==> src/rtl/axi_obi_responder.sv <==
// axi_obi_responder: AXI4 slave that terminates bursts and replays each beat as a single
// OBI master access. One AXI transaction at a time, at most one OBI access outstanding.
//
// Optional feature: define AXI_OBI_RESPONDER_WRAP_EN to support WRAP bursts with
// len in {1,3,7,15}. Without it, any WRAP burst is answered with SLVERR and no OBI traffic.
//
// Ports:
//   clk_i     system clock
//   rst_ni    asynchronous active-low reset
//   axi_req_i AXI slave request  (aw, w, ar channels, b_ready, r_ready)
//   axi_rsp_o AXI slave response (aw/ar/w ready, b and r channels)
//   obi_req_o OBI master request (req, addr, we, be, wdata)
//   obi_rsp_i OBI master response (gnt, rvalid, rdata, err)

package axi_obi_responder_pkg;
  localparam int unsigned AxiIdWidth   = 4;
  localparam int unsigned AxiAddrWidth = 32;
  localparam int unsigned AxiDataWidth = 32;

  typedef struct packed {
    logic [AxiIdWidth-1:0]     aw_id;
    logic [AxiAddrWidth-1:0]   aw_addr;
    logic [7:0]                aw_len;
    logic [2:0]                aw_size;
    logic [1:0]                aw_burst;
    logic                      aw_valid;
    logic [AxiDataWidth-1:0]   w_data;
    logic [AxiDataWidth/8-1:0] w_strb;
    logic                      w_last;
    logic                      w_valid;
    logic                      b_ready;
    logic [AxiIdWidth-1:0]     ar_id;
    logic [AxiAddrWidth-1:0]   ar_addr;
    logic [7:0]                ar_len;
    logic [2:0]                ar_size;
    logic [1:0]                ar_burst;
    logic                      ar_valid;
    logic                      r_ready;
  } axi_req_t;

  typedef struct packed {
    logic                    aw_ready;
    logic                    ar_ready;
    logic                    w_ready;
    logic                    b_valid;
    logic [AxiIdWidth-1:0]   b_id;
    logic [1:0]              b_resp;
    logic                    r_valid;
    logic [AxiIdWidth-1:0]   r_id;
    logic [AxiDataWidth-1:0] r_data;
    logic [1:0]              r_resp;
    logic                    r_last;
  } axi_rsp_t;

  typedef struct packed {
    logic                      req;
    logic [AxiAddrWidth-1:0]   addr;
    logic                      we;
    logic [AxiDataWidth/8-1:0] be;
    logic [AxiDataWidth-1:0]   wdata;
  } obi_req_t;

  typedef struct packed {
    logic                    gnt;
    logic                    rvalid;
    logic [AxiDataWidth-1:0] rdata;
    logic                    err;
  } obi_resp_t;
endpackage

module axi_obi_responder
  import axi_obi_responder_pkg::*;
#(
  parameter int unsigned DataWidth = 32,
  parameter int unsigned AddrWidth = 32
) (
  input  logic      clk_i,
  input  logic      rst_ni,
  input  axi_req_t  axi_req_i,
  output axi_rsp_t  axi_rsp_o,
  output obi_req_t  obi_req_o,
  input  obi_resp_t obi_rsp_i
);

  localparam logic [1:0] BurstIncr = 2'b01;
  localparam logic [1:0] BurstWrap = 2'b10;
  localparam logic [1:0] BurstRsvd = 2'b11;
  localparam logic [1:0] RespOkay  = 2'b00;
  localparam logic [1:0] RespSlv   = 2'b10;

`ifdef AXI_OBI_RESPONDER_WRAP_EN
  localparam bit WrapEn = 1'b1;
`else
  localparam bit WrapEn = 1'b0;
`endif

  typedef enum logic [2:0] {
    StIdle, StRdReq, StRdWait, StRdResp, StWrData, StWrReq, StWrWait, StWrResp
  } state_e;

  state_e                 state_q, state_d;
  logic                   prio_rd_q, prio_rd_d;
  logic [AxiIdWidth-1:0]  id_q, id_d;
  logic [AddrWidth-1:0]   addr_q, addr_d, addr_nxt;
  logic [1:0]             burst_q, burst_d;
  logic [7:0]             cnt_q, cnt_d;
  logic                   err_q, err_d;
  logic                   bad_q, bad_d;
  logic [DataWidth-1:0]   rdata_q, rdata_d;
  logic                   rerr_q, rerr_d;
  logic [DataWidth-1:0]   wdata_q, wdata_d;
  logic [DataWidth/8-1:0] strb_q, strb_d;
`ifdef AXI_OBI_RESPONDER_WRAP_EN
  logic [7:0]             len_q, len_d;
  logic [AddrWidth-1:0]   wrap_mask;
  // Window of (len+1)*4 bytes; for len in {1,3,7,15} the mask is simply {len, 2'b11}.
  assign wrap_mask = {{(AddrWidth-10){1'b0}}, len_q, 2'b11};
`endif

  logic ar_win, aw_win, idle;

  function automatic logic bad_cmd(input logic [2:0] size, input logic [1:0] burst,
                                   input logic [7:0] len);
    logic wrap_ok;
    wrap_ok = WrapEn && (len == 8'd1 || len == 8'd3 || len == 8'd7 || len == 8'd15);
    return (size != 3'd2) || (burst == BurstRsvd) || (burst == BurstWrap && !wrap_ok);
  endfunction

  assign idle   = (state_q == StIdle);
  assign ar_win = axi_req_i.ar_valid & (~axi_req_i.aw_valid | prio_rd_q);
  assign aw_win = axi_req_i.aw_valid & (~axi_req_i.ar_valid | ~prio_rd_q);

  always_comb begin
    addr_nxt = addr_q;
    case (burst_q)
      BurstIncr: addr_nxt = addr_q + AddrWidth'(4);
`ifdef AXI_OBI_RESPONDER_WRAP_EN
      BurstWrap: addr_nxt = (addr_q & ~wrap_mask) | ((addr_q + AddrWidth'(4)) & wrap_mask);
`endif
      default:   addr_nxt = addr_q;
    endcase
  end

  always_comb begin
    state_d   = state_q;
    prio_rd_d = prio_rd_q;
    id_d      = id_q;
    addr_d    = addr_q;
    burst_d   = burst_q;
    cnt_d     = cnt_q;
    err_d     = err_q;
    bad_d     = bad_q;
    rdata_d   = rdata_q;
    rerr_d    = rerr_q;
    wdata_d   = wdata_q;
    strb_d    = strb_q;
`ifdef AXI_OBI_RESPONDER_WRAP_EN
    len_d     = len_q;
`endif
    unique case (state_q)
      StIdle: begin
        if (ar_win) begin
          prio_rd_d = ~prio_rd_q;
          id_d      = axi_req_i.ar_id;
          addr_d    = axi_req_i.ar_addr;
          burst_d   = axi_req_i.ar_burst;
          cnt_d     = axi_req_i.ar_len;
          err_d     = 1'b0;
          bad_d     = bad_cmd(axi_req_i.ar_size, axi_req_i.ar_burst, axi_req_i.ar_len);
`ifdef AXI_OBI_RESPONDER_WRAP_EN
          len_d     = axi_req_i.ar_len;
`endif
          if (bad_d) begin
            // Bad bursts never touch OBI: the R buffer holds the canned error beat.
            rdata_d = '0;
            rerr_d  = 1'b1;
            state_d = StRdResp;
          end else begin
            state_d = StRdReq;
          end
        end else if (aw_win) begin
          prio_rd_d = ~prio_rd_q;
          id_d      = axi_req_i.aw_id;
          addr_d    = axi_req_i.aw_addr;
          burst_d   = axi_req_i.aw_burst;
          cnt_d     = axi_req_i.aw_len;
          err_d     = 1'b0;
          bad_d     = bad_cmd(axi_req_i.aw_size, axi_req_i.aw_burst, axi_req_i.aw_len);
`ifdef AXI_OBI_RESPONDER_WRAP_EN
          len_d     = axi_req_i.aw_len;
`endif
          state_d   = StWrData;
        end
      end
      StRdReq: if (obi_rsp_i.gnt) state_d = StRdWait;
      StRdWait: begin
        if (obi_rsp_i.rvalid) begin
          rdata_d = obi_rsp_i.rdata;
          rerr_d  = obi_rsp_i.err;
          state_d = StRdResp;
        end
      end
      StRdResp: begin
        if (axi_req_i.r_ready) begin
          if (cnt_q == 8'd0) begin
            state_d = StIdle;
          end else begin
            cnt_d   = cnt_q - 8'd1;
            addr_d  = addr_nxt;
            state_d = bad_q ? StRdResp : StRdReq;
          end
        end
      end
      StWrData: begin
        if (axi_req_i.w_valid) begin
          wdata_d = axi_req_i.w_data;
          strb_d  = axi_req_i.w_strb;
          if (axi_req_i.w_last != (cnt_q == 8'd0)) err_d = 1'b1;
          if (!bad_q) begin
            state_d = StWrReq;
          end else if (cnt_q == 8'd0) begin
            state_d = StWrResp;
          end else begin
            cnt_d = cnt_q - 8'd1;
          end
        end
      end
      StWrReq: if (obi_rsp_i.gnt) state_d = StWrWait;
      StWrWait: begin
        if (obi_rsp_i.rvalid) begin
          err_d = err_q | obi_rsp_i.err;
          if (cnt_q == 8'd0) begin
            state_d = StWrResp;
          end else begin
            cnt_d   = cnt_q - 8'd1;
            addr_d  = addr_nxt;
            state_d = StWrData;
          end
        end
      end
      StWrResp: if (axi_req_i.b_ready) state_d = StIdle;
      default: state_d = StIdle;
    endcase
  end

  always_ff @(posedge clk_i or negedge rst_ni) begin
    if (!rst_ni) begin
      state_q   <= StIdle;
      prio_rd_q <= 1'b1;
      id_q      <= '0;
      addr_q    <= '0;
      burst_q   <= '0;
      cnt_q     <= '0;
      err_q     <= 1'b0;
      bad_q     <= 1'b0;
      rdata_q   <= '0;
      rerr_q    <= 1'b0;
      wdata_q   <= '0;
      strb_q    <= '0;
`ifdef AXI_OBI_RESPONDER_WRAP_EN
      len_q     <= '0;
`endif
    end else begin
      state_q   <= state_d;
      prio_rd_q <= prio_rd_d;
      id_q      <= id_d;
      addr_q    <= addr_d;
      burst_q   <= burst_d;
      cnt_q     <= cnt_d;
      err_q     <= err_d;
      bad_q     <= bad_d;
      rdata_q   <= rdata_d;
      rerr_q    <= rerr_d;
      wdata_q   <= wdata_d;
      strb_q    <= strb_d;
`ifdef AXI_OBI_RESPONDER_WRAP_EN
      len_q     <= len_d;
`endif
    end
  end

  // Outputs decode from registered state; payloads are zeroed while their valid is low.
  always_comb begin
    axi_rsp_o = '0;
    obi_req_o = '0;
    // Address readies are combinational; gating with rst_ni keeps them low during reset.
    axi_rsp_o.ar_ready = rst_ni & idle & ar_win;
    axi_rsp_o.aw_ready = rst_ni & idle & aw_win;
    axi_rsp_o.w_ready  = (state_q == StWrData);
    if (state_q == StRdResp) begin
      axi_rsp_o.r_valid = 1'b1;
      axi_rsp_o.r_id    = id_q;
      axi_rsp_o.r_data  = rdata_q;
      axi_rsp_o.r_resp  = rerr_q ? RespSlv : RespOkay;
      axi_rsp_o.r_last  = (cnt_q == 8'd0);
    end
    if (state_q == StWrResp) begin
      axi_rsp_o.b_valid = 1'b1;
      axi_rsp_o.b_id    = id_q;
      axi_rsp_o.b_resp  = (err_q | bad_q) ? RespSlv : RespOkay;
    end
    if (state_q == StRdReq) begin
      obi_req_o.req  = 1'b1;
      obi_req_o.addr = {addr_q[AddrWidth-1:2], 2'b00};
      obi_req_o.be   = '1;
    end
    if (state_q == StWrReq) begin
      obi_req_o.req   = 1'b1;
      obi_req_o.addr  = {addr_q[AddrWidth-1:2], 2'b00};
      obi_req_o.we    = 1'b1;
      obi_req_o.be    = strb_q;
      obi_req_o.wdata = wdata_q;
    end
  end

endmodule
==> config.mk <==
export PLATFORM = sky130hd
export DESIGN_NAME = axi_obi_responder
export DESIGN_NICKNAME = d
export VERILOG_FILES = /design/src/rtl/axi_obi_responder.sv
export SDC_FILE = /design/constraint.sdc
export NUM_CORES = 1
export LEC_CHECK = 0
export CAP_MARGIN = 20
export CORE_MARGIN = 2
export CORE_UTILIZATION = 47
export DETAILED_ROUTE_END_ITERATION = 6
export HOLD_SLACK_MARGIN = 0.12
export PLACE_DENSITY = 0.87
export SLEW_MARGIN = 20
export SYNTH_ARGS = -nofsm -noshare
export SYNTH_HDL_FRONTEND = slang
export SYNTH_SLANG_ARGS = --single-unit
==> constraint.sdc <==
create_clock -name clk_i -period 5.4 [get_ports clk_i]
set_input_delay 1.08 -clock clk_i [delete_from_list [all_inputs] [get_ports clk_i]]
set_output_delay 1.08 -clock clk_i [all_outputs]
set_load 0.02 [all_outputs]
=== Yosys cells after proc, flatten, opt, wreduce, memory -nomap -nowiden ===
Index checks and enable logic that the tools add are counted.

* Output and inout port bits: 120
* Logic and storage cells: 132
* Bits of input ports: 177
* Register bits: 121

* Add/subtract/negate cells: 2
* Bitwise gates (word level): 12
* Reduce and logical (&&, ||, !) cells: 18
* Multiplexer cells: 60
* Equal/unequal tests: 28

{| class="wikitable"
|+ Operator list
! operator !! number
|-
| $mux 32 || 9
|-
| $pmux 32 s3 || 1
|-
| $mux 70 || 1
|-
| $pmux 32 s2 || 1
|-
| $mux 8 || 7
|-
| $mux 40 || 1
|-
| $mux 3 || 11
|-
| $mux 33 || 1
|-
| $add 32x3->32 const B || 1
|-
| $pmux 8 s4 || 1
|-
| $pmux 3 s8 || 1
|-
| $mux 2 || 8
|-
| $ne 2x2->1 const B || 8
|-
| $eq 3x3->1 const B || 4
|-
| $mux 1 || 12
|-
| $mux 4 || 3
|-
| $ne 3x2->1 const B || 3
|-
| $reduce_and 9->1 || 1
|-
| $eq 2x2->1 const B || 4
|-
| $logic_not 8->1 || 1
|-
| $reduce_and 4->1 || 2
|-
| $sub 8x1->8 const B || 1
|-
| $mux 7 || 1
|-
| $eq 3x2->1 const B || 2
|-
| 18 further kinds || 35
|}

=== Depth between registers and ports, before layout ===
* Depth in word-level cells: 6
* Mapped depth: 9
* Mapped depth without buffers: 7

=== Least setup slack after synthesis ===
OpenSTA, ideal clock, no wires.

* Path kind: input port to output port
* Start point: in axi_req_i[90] in the netlist's numbering
* End point: out axi_rsp_o[48] in the netlist's numbering
* Buffers on the path: 2
* Stages: 5
* Arrival: 2,062 ps
* Setup slack: 2,258 ps
* Required time: 4,320 ps
* Path through: nand2b_1 and2_1 clkbuf_1 clkbuf_1 and3_1

{| class="wikitable"
|+ RTL lines
! what !! line !! RTL
|-
| start, declared || 79 || <nowiki>input axi_req_t axi_req_i,</nowiki>
|-
| end, declared || 80 || <nowiki>output axi_rsp_t axi_rsp_o,</nowiki>
|}

==> summary.md <==
| Metric | Value |
|---|---|
| Number of diodes | 0 |
| WL/cell | 19.1 µm |
| Post-Layout Inst Area | 0.0106 mm² |
| Number of I/O pins | 297 |
| Worst R2R Start | state_q[0] |
| Avg Cell Area, Syn | ~9.7 µm² |
| Clk root buf | clkbuf_16 |
| Gate power share | 0.513 |
| Post-synthesis mux area share | 0.102 |
| P_leak | 4.54 nW |
| Placed cell areas | ~0.01 mm² |
| GRT overflow | 0 |
| Post-DP HPWL | 15,300 µm |
| Rows | 45 |
| Main synth FF type | dfrtp_1 |
| Setup violations, final | 0 |
| Layout cells sized above 1 | 0.120 |
| CTS tree | yes |
| FF-to-FF End | addr_q[3] |
| Synthesized area | 0.00713 mm² |
| Int Pwr | around 3.4 mW |
| Net switching fraction of the power | 0.403 |
| Synth Area in XOR/XNOR | 0.00369 |
| DRT Pass-1 Iters | 5 |
| Final GP Congestion | 0.853 |
| Hold_buf cts | 0 |
| Synth Area in Simple Gates | 0.221 |
| Vias per inst | between 5 and 6 |
| PwrDens | 535 mW/mm² |
| Compound-cell area share of the yosys netlist | 0.195 |
| Endpoints failing hold | 0 |
| Core area | 0.0150 mm² |
| Maximum clock rate | 243 MHz |
| Largest family of logic cells by synthesized area | simple AND/OR/NAND/NOR gates |
| Hold path startpoint | id_q[2] |
| Net switching power | 2.29 mW |
| Max Root-Sink Buffers | 2 |
| Min Clock Period, post-route | 4.12 ns |
| Global-route wire length before repair | 35,900 µm |
| Cells after Synth | 734 |
| Die Area | 0.0162 mm² |
| Clock Pin Slew Worst Setup and Hold Paths | 0.06 ns |
| Post-synthesis register bit count | 119 |
| Setup crit start kind | register |
| Pin count of the biggest net entering global routing | 70 |
| Slew HR | 0.410 |
| Cell Chain, Critical Path | inv_1 > nand2_1 > inv_1 > and3_1 > clkdlybuf4s50_1 |
| Vias | 6,995 |
| RSZ-0062 raised after global routing | no |
| Vias in the first global route | 6,922 |
| # resized after CTS | 0 |
| Die height | 127 µm |
| Synth unique cells | 75 |
| Worst hold path class | reg -> reg |
| Detailed-route wire length | between 20,000 and 25,000 µm |
| DRT iter0 DRCs | ~550 |
| Clock network power share | 0.193 |
| Antenna violations before repair | 0 |
| CP Class | reg -> out |
| Async S/R FF share, synth | 1.00 |
| Synth top area share | 0.414 |
| Worst reg2reg path depth | 7 |
| Detail Route Antenna Nets | 0 |
| Worst skew pair latency | 0.42 ns |
| Initial Util | 0.474 |
| Clock sink count | between 100 and 150 |
| NumNets Final | 1,166 |
| Die X | 127 µm |
| Crit path DAT | roughly 3.0 ns |
| Total GRT Usage | 0.279 |
| H-tree levels | 4 |
| Port bufs | 288 |
| Status | complete, no violations |
| Least-Margin Pin Slew | 0.885 ns |
| Fin crit share | 0.762 |
| Hold depth | 2 |
| Sequential share of the synthesized area | 0.418 |
| Area grow syn2layout | 48.9% |
| Maximum vdd drop | 0.000258 V |
| Setup Fix Bufs, Post-CTS | 0 |
| Crit path max fanout | 33 |
| Cts bufs inserted | 17 |
| Crit-path slowest cell | inv_1 |
| Flop2flop setup slack | 1.96 ns |
| Slowest cell delay on critical path | around 0.74 ns |
| Maxcap violations | 0 |
| Worst hold path endpoint | id_q[2] |
| CP dominant cell by count | inv_1 |
| # DRC | 0 |
| Worst Path Required | 4.32 ns |
| Count of warnings emitted by yosys | 0 |
| Post-Synth Adder-Cell Area | 0.00351 |
| Synth top area cells | dfrtp_1 41%, mux2_2 7.3%, and3_1 6.4% |
| Flop pwr share | 0.294 |
| Leading area contributor after synthesis | dfrtp_1 |
| Tot Pwr | between 5 and 6 mW |
| Critical Path End Type | primary output |
| Final Max Slew Viols | 0 |
| Setup TNS | 0 ns |
| Post-synth EDFFs | 0 |
| Worst Skew | 0.00800 ns |
## cells in the final DEF (no fill, tap or decap), types with 17 or more instances in the layout
master           instances
a21oi_1                 18
dfrtp_1                118
nor2_1                  26
clkbuf_16               17
o21ai_0                 23
nand2_1                 58
a31oi_1                 18
mux2i_1                 17
and3_1                  73
a22o_1                  35
clkdlybuf4s50_1        287
and2_1                  45
nor3_1                  24
mux2_2                  46
## worst max-delay path: cells and delay by family (launching register included)
family	cells	cell delay (ns)
buf+inv	3	1.50
simple gates	2	0.56
flops	1	0.53
## power groups by stage
stage	Clock (mW)	Sequential (mW)	Combinational, mW
floorplan	0	1.55	1.99
global placement	0	1.64	2.82
detailed placement	0	1.67	2.87
CTS	1.11	1.66	2.90
global route	1.15	1.73	3.13
finish	1.10	1.67	2.91
## worst max-delay path by stage
stage,startpoint,slack (ns),endpoint
2_1_floorplan,axi_req_i[90],2.26,axi_rsp_o[48]
3_3_place_gp,axi_req_i[1],1.48,axi_rsp_o[48]
3_5_place_dp,axi_req_i[90],1.45,axi_rsp_o[48]
4_1_cts,state_q[1],1.28,obi_req_o[9]
5_1_grt,state_q[1],1.06,obi_req_o[29]
6_report,state_q[1],1.28,obi_req_o[9]
## layout make-up
cell class	count	area [µm²]
fillers	1146	4420
well taps	188	235
flip-flops and latches	119	2980
multi-input cells	532	3800
inverters	16	60.1
repair buffers	301	2980
clock inverters	9	104
clock buffers	20	457
## cells by family after synthesis
logic type | Yosys count
flops | 119
fa+ha+maj | 2
buf+inv | 86
other cells | 1
mux | 65
xor+xnor | 3
compound gates | 180
simple gates | 278
## synthesized netlist by cell type (all sizes together) (3+ instances only)
cell type  number
o21ai          27
nor4            5
mux2           47
nand4          11
a41oi           4
o211ai          6
inv            16
and2           47
and3           73
buf            27
mux2i          17
o31ai           3
a22o           35
a2bb2oi         9
a31oi          19
o22ai           6
nand2          60
a21oi          18
o21a            3
nor3           26
a32oi          10
dfrtp         118
a211oi          6
nand3           8
o22a           15
clkbuf         43
nor2           27
nand2b          5
## per-layer routing
| metal | wire length [µm] | track usage | vias to the layer above |
|---|---|---|---|
| met2 | 11000 | 0.460 | 356 |
| li1 | - | - | 3222 |
| met4 | 658 | 0.113 | 0 |
| met5 | 0 | 0 | - |
| met3 | 1750 | 0.0712 | 49 |
| met1 | 9250 | 0.352 | 3368 |
## flip-flops by register name, summed over array words and instances (netlist names), 2 cells and up
register	flops
rdata_q	32
state_q	3
id_q	4
wdata_q	32
cnt_q	8
addr_q	30
strb_q	4
burst_q	2
## per-stage QoR
step	worst slack (ns)	std cells	util	hold slack, ns
2_1_floorplan	2.26	737	-	0.450
3_3_place_gp	1.48	1156	0.668	0.471
3_5_place_dp	1.45	1156	0.668	0.475
4_1_cts	1.28	1185	0.705	0.493
5_1_grt	1.06	1185	0.706	0.508
6_report	1.28	1185	0.706	0.490
(Power assumes the default switching activity.)
